## config.mk

```make
export PLATFORM = sky130hd
export DESIGN_NAME = shift_unit_arbiter
export DESIGN_NICKNAME = d
export VERILOG_FILES = /design/src/rtl/shift_unit_arbiter.sv
export SDC_FILE = /design/constraint.sdc
export NUM_CORES = 1
export LEC_CHECK = 0
export BUFFER_PORTS_ARGS = -buffer_cell sky130_fd_sc_hd__buf_2
export CAP_MARGIN = 15
export CORE_ASPECT_RATIO = 0.5
export CORE_MARGIN = 5
export CORE_UTILIZATION = 60
export CTS_CLUSTER_SIZE = 8
export DETAILED_ROUTE_END_ITERATION = 10
export PLACE_DENSITY = 0.84
export SYNTH_ARGS = -nofsm -noshare
export SYNTH_HDL_FRONTEND = slang
export SYNTH_SLANG_ARGS = --single-unit
```

## constraint.sdc

```tcl
create_clock -name clk -period 2.77 [get_ports clk]
set_input_delay 0.554 -clock clk [delete_from_list [all_inputs] [get_ports clk]]
set_output_delay 0.554 -clock clk [all_outputs]
set_load 0.03 [all_outputs]
```

## src/rtl/shift_unit_arbiter.sv

```systemverilog
// Two-port arbiter in front of a shared 32-bit shifter (SRL/SLL/SRA/pass)
// with a single-entry result register and valid/ready flow on both sides.
module shift_unit_arbiter #(
  parameter bit          RR_EN      = 1'b1,
  parameter int unsigned STARVE_MAX = 4
) (
  input  logic        clk,
  input  logic        rst,

  input  logic        req0_valid,
  output logic        req0_ready,
  input  logic [31:0] req0_a,
  input  logic [4:0]  req0_shamt,
  input  logic [1:0]  req0_type,

  input  logic        req1_valid,
  output logic        req1_ready,
  input  logic [31:0] req1_a,
  input  logic [4:0]  req1_shamt,
  input  logic [1:0]  req1_type,

  output logic        resp_valid,
  input  logic        resp_ready,
  output logic        resp_id,
  output logic [31:0] resp_r,
  output logic        busy
);

  localparam logic [3:0] StarveMax = 4'(STARVE_MAX);

  typedef enum logic {StEmpty, StFull} state_e;

  state_e      state_q, state_d;
  logic        prio_q, prio_d;
  logic [3:0]  starve_q, starve_d;
  logic [31:0] resp_r_q, resp_r_d;
  logic        resp_id_q, resp_id_d;

  logic        can_accept;
  logic        both_valid;
  logic        grant0, grant1;
  logic        xfer0, xfer1, xfer;
  logic [31:0] sel_a;
  logic [4:0]  sel_shamt;
  logic [1:0]  sel_type;
  logic [31:0] shift_res;

  function automatic logic [31:0] do_shift(input logic [31:0] a,
                                           input logic [4:0]  sh,
                                           input logic [1:0]  op);
    logic [31:0] r;
    case (op)
      2'b00:   r = a >> sh;
      2'b01:   r = a << sh;
      2'b10:   r = 32'($signed(a) >>> sh);
      default: r = a;
    endcase
    return r;
  endfunction

  assign can_accept = (state_q == StEmpty) || resp_ready;
  assign both_valid = req0_valid && req1_valid;

  // Grant is decided regardless of can_accept; ready gates the actual transfer.
  always_comb begin
    grant0 = 1'b0;
    grant1 = 1'b0;
    if (both_valid) begin
      if (RR_EN) begin
        grant1 = prio_q;
      end else begin
        grant1 = (starve_q == StarveMax);
      end
      grant0 = !grant1;
    end else begin
      grant0 = req0_valid;
      grant1 = req1_valid;
    end
  end

  assign req0_ready = can_accept && grant0;
  assign req1_ready = can_accept && grant1;
  assign xfer0      = req0_valid && req0_ready;
  assign xfer1      = req1_valid && req1_ready;
  assign xfer       = xfer0 || xfer1;

  always_comb begin
    sel_a     = req0_a;
    sel_shamt = req0_shamt;
    sel_type  = req0_type;
    if (grant1) begin
      sel_a     = req1_a;
      sel_shamt = req1_shamt;
      sel_type  = req1_type;
    end
  end

  assign shift_res = do_shift(sel_a, sel_shamt, sel_type);

  always_comb begin
    state_d   = state_q;
    resp_r_d  = resp_r_q;
    resp_id_d = resp_id_q;
    prio_d    = prio_q;
    starve_d  = starve_q;

    if (xfer) begin
      state_d = StFull;
    end else if (state_q == StFull && resp_ready) begin
      state_d = StEmpty;
    end

    if (xfer) begin
      resp_r_d  = shift_res;
      resp_id_d = xfer1;
      prio_d    = !xfer1;
    end

    if (can_accept) begin
      if (xfer1 || !req1_valid) begin
        starve_d = 4'd0;
      end else if (both_valid && xfer0 && starve_q != 4'hF) begin
        starve_d = starve_q + 4'd1;
      end
    end
  end

  always_ff @(posedge clk or posedge rst) begin
    if (rst) begin
      state_q   <= StEmpty;
      prio_q    <= 1'b0;
      starve_q  <= 4'd0;
      resp_r_q  <= 32'd0;
      resp_id_q <= 1'b0;
    end else begin
      state_q   <= state_d;
      prio_q    <= prio_d;
      starve_q  <= starve_d;
      resp_r_q  <= resp_r_d;
      resp_id_q <= resp_id_d;
    end
  end

  assign resp_valid = (state_q == StFull);
  assign busy       = resp_valid;
  assign resp_r     = resp_r_q;
  assign resp_id    = resp_id_q;

`ifndef SYNTHESIS
  a_one_ready: assert property (@(posedge clk) disable iff (rst)
    !(req0_ready && req1_ready));

  a_stall_stable: assert property (@(posedge clk) disable iff (rst)
    (resp_valid && !resp_ready) |=> (resp_valid && $stable(resp_r) && $stable(resp_id)));
`endif

endmodule

```

==> results of run 1 <==
==> cells by family after synthesis <==
family,after synthesis,synth area share [%]
and+or+nand+nor,347,20.99
DFF,35,11.30
AOI/OAI and AO/OA,408,35.05
muxes,186,25.14
buffers and inverters,121,7.524
==> repair_timing <==
action,in CTS
setup buffers,3
setup endpoints to repair,14
pin swaps,3
resized for setup,14
==> metal layers <==
metal	overflow	GRT usage (%)
met1	0	82.98
met2	3	85.84
met3	0	79.49
met4	2	72.16
met5	0	65.89
==> metrics by stage <==
step | hold WS, ns | TNS (ns) | setup WS (ns) | utilization [%] | cells
CTS | 0.3787 | 0 | 0.007229 | 84.66 | 1568
floorplan | 0.4847 | 0 | 0.1502 | - | 1097
detailed placement | 0.4894 | -4.702 | -0.3237 | 82.56 | 1557
global placement | 0.4739 | -1.624 | -0.2444 | 82.56 | 1557
==> Yosys cell counts, drive strengths merged (7+ instances only) <==
library cell	count	area, um^2
a2111oi	8	70.07
a211oi	30	225.2
a21o	7	52.55
a21oi	70	361.6
a221o	7	70.07
a221oi	11	96.34
a31oi	21	131.4
and3	7	43.79
buf	77	417.9
clkbuf	35	131.4
dfrtp	35	875.8
inv	9	33.79
mux2	59	664.4
mux2i	126	1261
nand2	118	452.9
nand2b	8	50.05
nand3	57	285.3
nand4	14	87.58
nor2	70	277.8
nor3	41	216.5
o211ai	18	135.1
o21ai	116	591.8
o221ai	13	113.9
o22ai	23	143.9
o31ai	13	97.59
or3	8	50.05
==> results.py, run 1 <==
metrics = {
    "clocking": {
        "cts.hold.buffers_added": 0,
        "cts_buffers": 5,
        "cts_htree_levels": 2,
        "clk_path_buf_depth": 2,
        "clockRootBuffer": "clkbuf_16",
        "clock-sinks": 35,
    },
    "global_route": {
        "gr-total-overflow": 5,
        "globalRouteTotalUtil_pct": 81.09,
        "grt_max_degree": 43,
    },
    "floorplan": {
        "fp-row-count": 29,
        "io_pins": 120,
        "initial_utilization_pct": 61.20,
        "die_y_um": 90.37,
        "fp.dieW_um": 170.7,
    },
    "place": {
        "gp_congestion": 1.337,
        "port-buffer-count": 119,
        "dp_hpwl_um": 34340,
        "postPlaceCellArea_mm2": 0.01046,
    },
    "status": {
        "status": "stopped before the end",
        "tool.error": "[ERROR GRT-0232] Routing congestion too high. Check the congestion heatmap in the GUI.",
        "haltStage": "5_1_grt",
    },
    "logic_synthesis": {
        "synthCells": 1097,
        "synth_cell_type_count": 71,
        "yosys_warnings": 0,
        "syn-num-nets": 1180,
        "avgSynthCellArea_um2": 7.065,
        "synth_edf_count": 0,
        "synth_area_mm2": 0.007750,
        "ys.flop_type": "dfrtp_1",
        "ys_async_sr_fraction_pct": 100.0,
        "ys_seq_area_share_pct": 11.30,
        "ys_ff_latch": 35,
    },
}
==> inputs of run 2 (changes only) <==
--- a/config.mk
+++ b/config.mk
@@ -7,12 +7,10 @@
 export LEC_CHECK = 0
 export BUFFER_PORTS_ARGS = -buffer_cell sky130_fd_sc_hd__buf_2
 export CAP_MARGIN = 15
-export CORE_ASPECT_RATIO = 0.5
 export CORE_MARGIN = 5
-export CORE_UTILIZATION = 60
-export CTS_CLUSTER_SIZE = 8
+export CORE_UTILIZATION = 40
 export DETAILED_ROUTE_END_ITERATION = 10
-export PLACE_DENSITY = 0.84
+export PLACE_DENSITY_LB_ADDON = 0.15
 export SYNTH_ARGS = -nofsm -noshare
 export SYNTH_HDL_FRONTEND = slang
 export SYNTH_SLANG_ARGS = --single-unit
==> results.py, run 2 <==
metrics = {
    "logic_synthesis": {
        "yosys_warnings": 0,
        "syn-num-nets": 1180,
        "synthCells": 1097,
        "ys_async_sr_fraction_pct": 100.0,
        "ys.flop_type": "dfrtp_1",
        "synth_fa_ha_area_share_pct": 0,
        "synth.area.top_cells": "mux2i_1, dfrtp_1, mux2_2",
        "synthTopCellsByCount": "mux2i_1, nand2_1, o21ai_0, a21oi_1, nor2_1",
        "synth_area_mm2": 0.007750,
        "synth_top_area_share_pct": 16.27,
        "synth_largest_area_cell": "mux2i_1",
        "avgSynthCellArea_um2": 7.065,
        "ys_ff_latch": 35,
        "synth-simple-area-share_pct": 20.99,
        "synth_compound_area_share_pct": 35.05,
        "synthXorXnorAreaFrac_pct": 0,
        "synth_edf_count": 0,
        "synth.most_common_cell": "mux2i_1",
        "synth_top_family_by_area": "compound AO/OA/AOI/OAI gates",
        "ys_seq_area_share_pct": 11.30,
        "synth_cell_type_count": 71,
        "synth_mux_area_share_pct": 25.14,
    },
    "setup_path": {
        "cp.arrival_ns": 3.06,
        "r2r-start": "prio_q",
        "critPathMaxFanout": 25,
        "cp-start-kind": "flop",
        "required_ns": 2.98,
        "cp-startpoint": "prio_q",
        "crit_type": "flop to flop",
        "worst_setup_path_end_kind": "flop",
    },
    "timing": {
        "period_needed_ns": 2.842,
        "rsz0062_at_grt": "yes",
        "max_slew_margin_pct": 59.11,
        "setup_viol": 10,
        "period_share_pct": 102.6,
        "setup_tns_ns": -0.2578,
        "worst_slack_ns": -0.07163,
        "worst_pin_slew_ns": 0.6133,
        "clock.fmax_ghz": 0.3519,
        "maxSlewViolCount": 0,
        "skew_ns": 0.008155,
        "hold_viol": 0,
    },
    "floorplan": {
        "initial_utilization_pct": 40.22,
        "coreArea_mm2": 0.01927,
        "fp-row-count": 51,
        "dieArea_mm2": 0.02226,
        "die_y_um": 149.2,
        "fp.dieW_um": 149.2,
        "io_pins": 120,
    },
    "global_route": {
        "grt_first_pass_wirelength_um": 69970,
        "globalRouteTotalUtil_pct": 41.53,
        "antenna_found_initial": 1,
        "gr-total-overflow": 0,
        "grt_pass1_vias": 11040,
        "grt_max_degree": 36,
    },
    "cells_and_area": {
        "drive_above_1_share_pct": 44.69,
        "largest_reg_flops": 32,
        "nets": 1588,
        "fin_cells": 1771,
        "stdcell_area_mm2": 0.01196,
        "num_antenna_cells": 0,
        "final_cell_mix": "buf_4, mux2i_1, buf_2, nand2_1, o21ai_0",
        "syn_to_final_growth_pct": 54.34,
        "num-fill-cells": 1859,
        "final_common_cell": "buf_4",
    },
    "clocking": {
        "clk_path_buf_depth": 2,
        "clock-sinks": 35,
        "cts_buffers": 5,
        "clock_latency_ns": 0.30,
        "cts_htree_levels": 2,
        "clockRootBuffer": "clkbuf_16",
        "cts_tree": "done",
        "clkSlewWorstSetupHoldPaths_ns": 0.06,
    },
    "power_and_ir_drop": {
        "p_comb_share_pct": 74.9,
        "vdd_drop_max_uv": 294.1,
        "p_clk_share_pct": 12.7,
        "power_density_mw_per_mm2": 512.1,
        "seqPwrFrac_pct": 12.4,
        "power.switching_mw": 3.041,
        "p_int_mw": 3.084,
        "p_leak_nw": 5.432,
        "switching_share_pct": 49.64,
    },
    "detailed_routing": {
        "drtIter0Drc": 1609,
        "wl_per_cell_um": 27.11,
        "antenna_left": 0,
        "finalWirelength_um": 48010,
        "via_count": 11630,
        "drcViolationCount": 0,
        "firstDrtPassIters": 8,
        "drt-vias-per-instance": 6.566,
    },
    "place": {
        "place_inst": 1754,
        "dp_hpwl_um": 38710,
        "dp_slack_ns": -0.6272,
        "gp_congestion": 1.082,
        "postPlaceCellArea_mm2": 0.01125,
        "port-buffer-count": 119,
    },
    "status": {
        "status": "finished, violations left",
        "violations": "setup timing",
    },
    "hold_path": {
        "hold_path_class": "input port to async pin",
    },
    "job": {
        "maxCapViolations": 0,
    },
}
-- run 2: power groups by stage --
| stage | clock network [mW] | registers [mW] | logic, mW |
|---|---|---|---|
| floorplan | 0 | 1.03 | 1.77 |
| global placement | 0 | 0.765 | 4.19 |
| detailed placement | 0 | 0.763 | 4.18 |
| CTS | 0.779 | 0.757 | 4.29 |
| global route | 0.793 | 0.771 | 4.77 |
| finish | 0.775 | 0.763 | 4.59 |
-- run 2: what timing repair did --
action | 4_1_cts | 5_1_grt
endpoints found under the setup margin | 27 | 31
pin swaps | 5 | 14
buffers inserted | 3 | 6
hold buffers | 0 | 0
gates cloned | 1 | 0
gates resized for setup | 42 | 71
-- run 2: per-layer routing --
metal	wire, um	vias up	GRT usage [%]
met4	3536	2	23.43
met1	18370	5456	54.12
met5	13	-	0
met2	20450	905	62.89
li1	-	5057	-
met3	5647	209	9.815
-- run 2: worst max-delay path, cell delays in order (launching register included) --
cell and delay (ns):
dfrtp_1 0.46, buf_6 0.16, and2b_4 0.24, nor2_4 0.17, buf_6 0.26, mux2_2 0.40
mux2i_1 0.25, mux2i_1 0.12, o221ai_1 0.25, buf_4 0.16, o31ai_2 0.10, o22ai_1 0.16
-- run 2: path summary, 6_finish.rpt --
| kind | cells past startpoint | endpoint | slack (ns) |
|---|---|---|---|
| max in group asynchronous | 3 | resp_r[29] | 2.01 |
| worst min register to register | 1 | resp_r[31] | 0.50 |
| worst max-delay path | 11 | resp_r[26] | -0.07 |
| min in group clk | 1 | resp_r[31] | 0.50 |
| worst max register to register | 11 | resp_r[26] | -0.07 |
| worst min-delay path | 3 | resp_r[15] | 0.38 |
-- run 2: cell families (layout without fill, tap and decap cells) --
family,count (synthesis),count (layout)
compound gates,408,408
flops,35,35
mux,186,186
simple gates,347,348
buf+inv,121,529
-- run 2: layout make-up --
| type | instances | area [um^2] | share of cell area, % |
|---|---|---|---|
| multi-input combinational | 942 | 6748 | 56.41 |
| inverter | 9 | 33.78 | 0.2824 |
| timing repair buffer | 512 | 3784 | 31.63 |
| sequential | 35 | 875.8 | 7.322 |
| clock buffer | 6 | 128.9 | 1.077 |
| tap | 265 | 331.6 | 2.772 |
| clock inverter | 2 | 60.06 | 0.5021 |
-- run 2: stage by stage --
| stage | total power [mW] | utilization (%) | hold slack, ns |
|---|---|---|---|
| finish | 6.125 | 62.07 | 0.3803 |
| global route | 6.335 | 62.07 | 0.4231 |
| CTS | 5.827 | 60.31 | 0.3872 |
| detailed placement | 4.948 | 58.39 | 0.4812 |
| global placement | 4.954 | 58.39 | 0.4718 |
| floorplan | 2.805 | - | 0.4847 |
Power figures use the tool's default switching activity.
